<file path="src/rtl/seg_pkg.sv">
// seg_pkg: shared seven-segment constants, active-low, Ca[0]=a .. Ca[6]=g
package seg_pkg;
  typedef enum int {SEG_A, SEG_B, SEG_C, SEG_D, SEG_E, SEG_F, SEG_G} seg_bit_e;
  localparam logic [6:0] SEG_OFF = 7'h7F;
  localparam logic [15:0][6:0] SEG_LUT = {
    7'b0001110, 7'b0000110, 7'b0100001, 7'b1000110,
    7'b0000011, 7'b0001000, 7'b0010000, 7'b0000000,
    7'b1111000, 7'b0000010, 7'b0010010, 7'b0011001,
    7'b0110000, 7'b0100100, 7'b1111001, 7'b1000000
  };
endpackage

</file>
<file path="src/rtl/seg_hex_decode.sv">
// seg_hex_decode: combinational hex nibble to active-low segment pattern
module seg_hex_decode
  import seg_pkg::*;
(
  input  logic [3:0] nib,
  output logic [6:0] seg
);
  assign seg = SEG_LUT[nib];
endmodule

</file>
<file path="src/rtl/seg_scan_driver.sv">
// seg_scan_driver: time-multiplexed seven-segment scanner with framed updates, blanking and zero suppression
module seg_scan_driver
  import seg_pkg::*;
#(
  parameter int N_DIGITS  = 8,
  parameter int SCAN_DIV  = 100000,
  parameter int BLANK_CYC = 1000
) (
  input  logic                  clk,
  input  logic                  rst,
  input  logic [4*N_DIGITS-1:0] data,
  input  logic [N_DIGITS-1:0]   dp_en,
  input  logic [N_DIGITS-1:0]   digit_en,
  input  logic                  lz_blank,
  input  logic                  load,
  output logic [N_DIGITS-1:0]   AN,
  output logic [6:0]            Ca,
  output logic                  DP,
  output logic                  frame_done
);
  localparam int CW = SCAN_DIV > 1 ? $clog2(SCAN_DIV) : 1;
  localparam int IW = $clog2(N_DIGITS);
  logic [CW-1:0] cnt;
  logic [IW-1:0] idx;
  logic [4*N_DIGITS-1:0] pend_data, act_data;
  logic [N_DIGITS-1:0] pend_dp, pend_en, act_dp, act_en, vis;
  logic pend_valid, slot_end, commit, on, hz;
  logic [3:0] nib;
  logic [6:0] seg;
  assign slot_end = cnt == CW'(SCAN_DIV - 1);
  assign commit = slot_end && idx == IW'(N_DIGITS - 1) && pend_valid;
  assign nib = act_data[{idx, 2'b00} +: 4];
  assign on = int'(cnt) >= BLANK_CYC && vis[idx];
  seg_hex_decode u_dec (.nib(nib), .seg(seg));
  always_comb begin
    hz = 1'b1;
    vis = '0;
    for (int i = N_DIGITS - 1; i >= 0; i--) begin
      vis[i] = act_en[i] && !(lz_blank && i > 0 && hz && act_data[4*i +: 4] == 4'h0);
      hz = hz && (!act_en[i] || act_data[4*i +: 4] == 4'h0);
    end
  end
  always_ff @(posedge clk) begin
    if (rst) begin
      cnt        <= '0;
      idx        <= '0;
      pend_data  <= '0;
      pend_dp    <= '0;
      pend_en    <= '0;
      pend_valid <= 1'b0;
      act_data   <= '0;
      act_dp     <= '0;
      act_en     <= '0;
      AN         <= '1;
      Ca         <= SEG_OFF;
      DP         <= 1'b1;
      frame_done <= 1'b0;
    end else begin
      cnt <= slot_end ? '0 : cnt + CW'(1);
      if (slot_end) idx <= idx == IW'(N_DIGITS - 1) ? '0 : idx + IW'(1);
      if (commit) {act_data, act_dp, act_en} <= {pend_data, pend_dp, pend_en};
      if (load) {pend_data, pend_dp, pend_en} <= {data, dp_en, digit_en};
      pend_valid <= load || (pend_valid && !commit);
      frame_done <= commit;
      AN <= on ? ~(N_DIGITS'(1) << idx) : '1;
      Ca <= on ? seg : SEG_OFF;
      DP <= on ? ~act_dp[idx] : 1'b1;
    end
  end
endmodule
</file>
<file path="config.mk">
export PLATFORM = sky130hd
export DESIGN_NAME = seg_scan_driver
export DESIGN_NICKNAME = d
export VERILOG_FILES = /design/src/rtl/seg_pkg.sv /design/src/rtl/seg_hex_decode.sv /design/src/rtl/seg_scan_driver.sv
export SDC_FILE = /design/constraint.sdc
export NUM_CORES = 1
export LEC_CHECK = 0
export ABC_AREA = 0
export CAP_MARGIN = 10
export CORE_MARGIN = 4
export CORE_UTILIZATION = 23
export CTS_BUF_LIST = sky130_fd_sc_hd__clkbuf_4 sky130_fd_sc_hd__clkbuf_8
export DETAILED_ROUTE_END_ITERATION = 8
export SLEW_MARGIN = 20
export SYNTH_ARGS = -nofsm -noshare
export SYNTH_HDL_FRONTEND = slang
export SYNTH_SLANG_ARGS = --single-unit
</file>
<file path="constraint.sdc">
create_clock -name clk -period 4.6 [get_ports clk]
set_input_delay 1.15 -clock clk [delete_from_list [all_inputs] [get_ports clk]]
set_output_delay 1.15 -clock clk [all_outputs]
set_load 0.02 [all_outputs]
</file>
==> flow_metrics.py <==
metrics = {
    "cts": {
        "cts_buffers": 17,
        "cts_max_level": 4,
        "path_clk_slew_ns": 0.07,
        "worst_skew_pair.late_latency_ns": 0.45,
        "post_cts_hold_buffer_count": 0,
        "cts_setup_buffers": 0,
        "clock_sinks": 134,
        "cts-root-to-sink-buffers": 2,
        "ctsResizeCount": 0,
        "tritoncts": "yes",
        "clock_root_buffer": "clkbuf_8",
    },
    "sta": {
        "grt_setup_unrepaired": "false",
        "setup_ws_ns": 1.81,
        "tightest_slew_ns": 0.853,
        "timing.fmax_mhz": 358,
        "finalWorstPathRequiredPeriod_ns": 2.79,
        "max-slew-margin-rel_pct": 41.5,
        "timing_hold_violations_final": 0,
        "timing.final.crit_share_pct": 60.7,
        "slew_violations": 0,
        "setup_viol": 0,
        "summed_negative_setup_slack_over_all_endpoints_ns": 0,
        "clock_skew_ns": 0.0132,
    },
    "grt": {
        "grt_antenna_before_repair": 1,
        "track_usage_pct": 9.76,
        "grt_pass1_vias": 4003,
        "grt_pass1_wl_mm": 20.8,
        "globalRouteOverflowTotal": 0,
        "largest_net_degree_at_the_start_of_global_routing": 76,
    },
    "logic_synthesis": {
        "synth_xor_xnor_area_share_pct": 2.15,
        "synth-edff-count": 0,
        "synth_top_cell_by_area": "dfxtp_1",
        "synth_top_family_by_area": "simple AND/OR/NAND/NOR gates",
        "synth_simple_gate_area_share_pct": 19.3,
        "yosysWarnings": 0,
        "post_synth.cell_area_avg_um2": 9.45,
        "synth_seq_area_share_pct": 47.1,
        "synth.top_cell.area_share_pct": 47.1,
        "post-synth-top-count-cell": "dfxtp_1",
        "syn-num-nets": 669,
        "synth.ff_latch_count": 134,
        "synth_commonest_cells": "dfxtp_1 (134), nand2_1 (104), nor2_1 (75), mux2i_1 (55), a21oi_1 (33)",
        "synth.top_cells.by_area": "dfxtp_1 (47%), mux2i_1 (9.7%), nand2_1 (6.9%)",
        "synth_compound_area_share_pct": 10.0,
        "post_synth_mux_area_share_pct": 14.2,
        "total_standard_cell_area_after_synthesis_um2": 5700,
        "synthAdderAreaFrac_pct": 3.07,
        "ys_dominant_reg_cell": "dfxtp_1",
        "netlist_cell_types": 48,
        "synthCells": 603,
        "synthArstFlopShare_pct": 0,
    },
    "power": {
        "cellInternalPower_mw": 1.83,
        "power.ir.vdd_worst_uv": 158,
        "combPwrFrac_pct": 5.1,
        "p_leak_nw": 2.52,
        "total_power_mw": 2.36,
        "seqPwrFrac_pct": 51.1,
        "powerDensity_nw_per_um2": 335,
        "pwr-share-clk_pct": 43.8,
        "netSwitchingFraction_pct": 22.4,
        "total_net_switching_power_mw": 0.528,
    },
    "worst_setup_path": {
        "crit_type": "reg -> reg",
        "cp-start-kind": "register",
        "timing.critical_path.required_ns": 4.91,
        "setup.worst_path.end_class": "register",
        "worst-endpoint-arrival_ns": 3.10,
        "r2r_cells": 5,
        "cp_max_fo": 12,
        "worst-r2r-setup-slack_ns": 1.81,
    },
    "cells_and_area": {
        "antenna-diode-count": 0,
        "syn_to_final_growth_pct": 23.5,
        "post-route-cell-area_um2": 7040,
        "post_layout_nonfiller_instances": 996,
        "finalNetCount": 725,
        "final_layout_size_suffix_gt1_share_pct": 14.3,
    },
    "place": {
        "post-place-ws_ns": 1.49,
        "buffer_ports.inserted": 68,
        "placed_cells_incl_taps": 964,
        "gp_routability_congestion": 0.789,
        "postPlaceCellArea_um2": 6610,
        "dpl.hpwl_mm": 9.21,
    },
    "die": {
        "start_util_pct": 23.4,
        "die_width_um": 165,
        "io-pin-count": 69,
        "placeableCoreArea_um2": 24300,
        "placement_rows": 57,
        "dieArea_um2": 27400,
        "die-height_um": 165,
    },
    "route": {
        "postRouteWirelength_mm": 12.8,
        "1st_pass_router_iterations": 4,
        "drc_errors": 0,
        "drt_iter0_markers": 243,
        "detail_route.vias_per_cell": 4.21,
        "detail_route.wl_per_cell_um": 12.9,
        "drtAntennaViolNets": 0,
        "dr_total_vias": 4195,
    },
    "run": {
        "max-cap-violations": 0,
    },
    "min_path": {
        "whs_path_depth": 2,
        "holdCritPathClass": "reg -> reg",
    },
    "status": {
        "status": "completed",
    },
}
## per-layer routing
layer  routed length [µm]  GRT usage, %  vias up
li1                     -             -     2179
met1                 6410          13.2     1916
met2                 5560          14.4       77
met3                  635          2.73       21
met4                  236          4.50        2
met5                    7             0        -
## final timing paths
| kind | from | end |
|---|---|---|
| max reg2reg | idx[0] | Ca[6] |
| min | act_dp[7] | act_dp[7] |
| max | idx[0] | Ca[6] |
| min reg2reg | act_dp[7] | act_dp[7] |
## layout make-up
class | count | area (µm²)
flip-flops and latches | 134 | 2680
clock buffers | 21 | 277
repair buffers | 72 | 703
well taps | 324 | 405
multi-input cells | 422 | 2780
fillers | 2562 | 17300
inverters | 12 | 45.0
clock inverters | 11 | 149
## cell families after synthesis
group                      after synthesis
xor gates and xnor gates                14
and+or+nand+nor                        244
muxes                                   67
adders and majority gates               14
AOI/OAI and AO/OA                       83
buffers and inverters                   47
DFF                                    134
## placed cells by master, fill, tap and decap left out, types with 4 or more instances in the layout
cell type / count
xor2_1: 8
nor4_1: 7
mux2i_1: 55
o41ai_1: 5
inv_1: 11
a211oi_1: 4
clkdlybuf4s50_1: 66
nand4_1: 6
nand2_2: 20
nand3_1: 9
nor3_1: 5
a21oi_2: 20
xnor2_1: 6
dfxtp_1: 134
o21ai_0: 7
a21oi_1: 33
nand2_1: 104
nor2b_1: 4
mux4_2: 11
buf_4: 5
clkbuf_8: 19
ha_1: 14
nor2_1: 75
## power by group through the flow
| stage | clock [mW] | sequential, mW | combinational, mW |
|---|---|---|---|
| floorplan | 0 | 1.23 | 0.0656 |
| global placement | 0 | 1.23 | 0.121 |
| detailed placement | 0 | 1.23 | 0.122 |
| CTS | 1.07 | 1.21 | 0.122 |
| global route | 1.11 | 1.21 | 0.133 |
| finish | 1.03 | 1.21 | 0.119 |
## state kept, by name, summed over array words and instances, names as in the netlist
name / count
AN: 8
act_en: 8
pend_valid: 1
act_dp: 8
act_data: 32
DP: 1
Ca: 7
idx: 3
frame_done: 1
pend_dp: 8
cnt: 17
pend_en: 8
pend_data: 32
## worst max-delay path, cell delays in order, from the launching register on
cell	delay, ns
dfxtp_1	0.73
mux4_2	0.58
mux2i_1	0.69
mux2_2	0.41
a22oi_1	0.17
nand2_1	0.07
## stage by stage
step / util [%] / hold slack [ns]
6_report: 28.9 / 0.454
5_1_grt: 28.9 / 0.480
4_1_cts: 28.9 / 0.455
3_5_place_dp: 27.2 / 0.445
3_3_place_gp: 27.2 / 0.443
2_1_floorplan: - / 0.429
No activity file was read; power rests on OpenSTA's default activity.
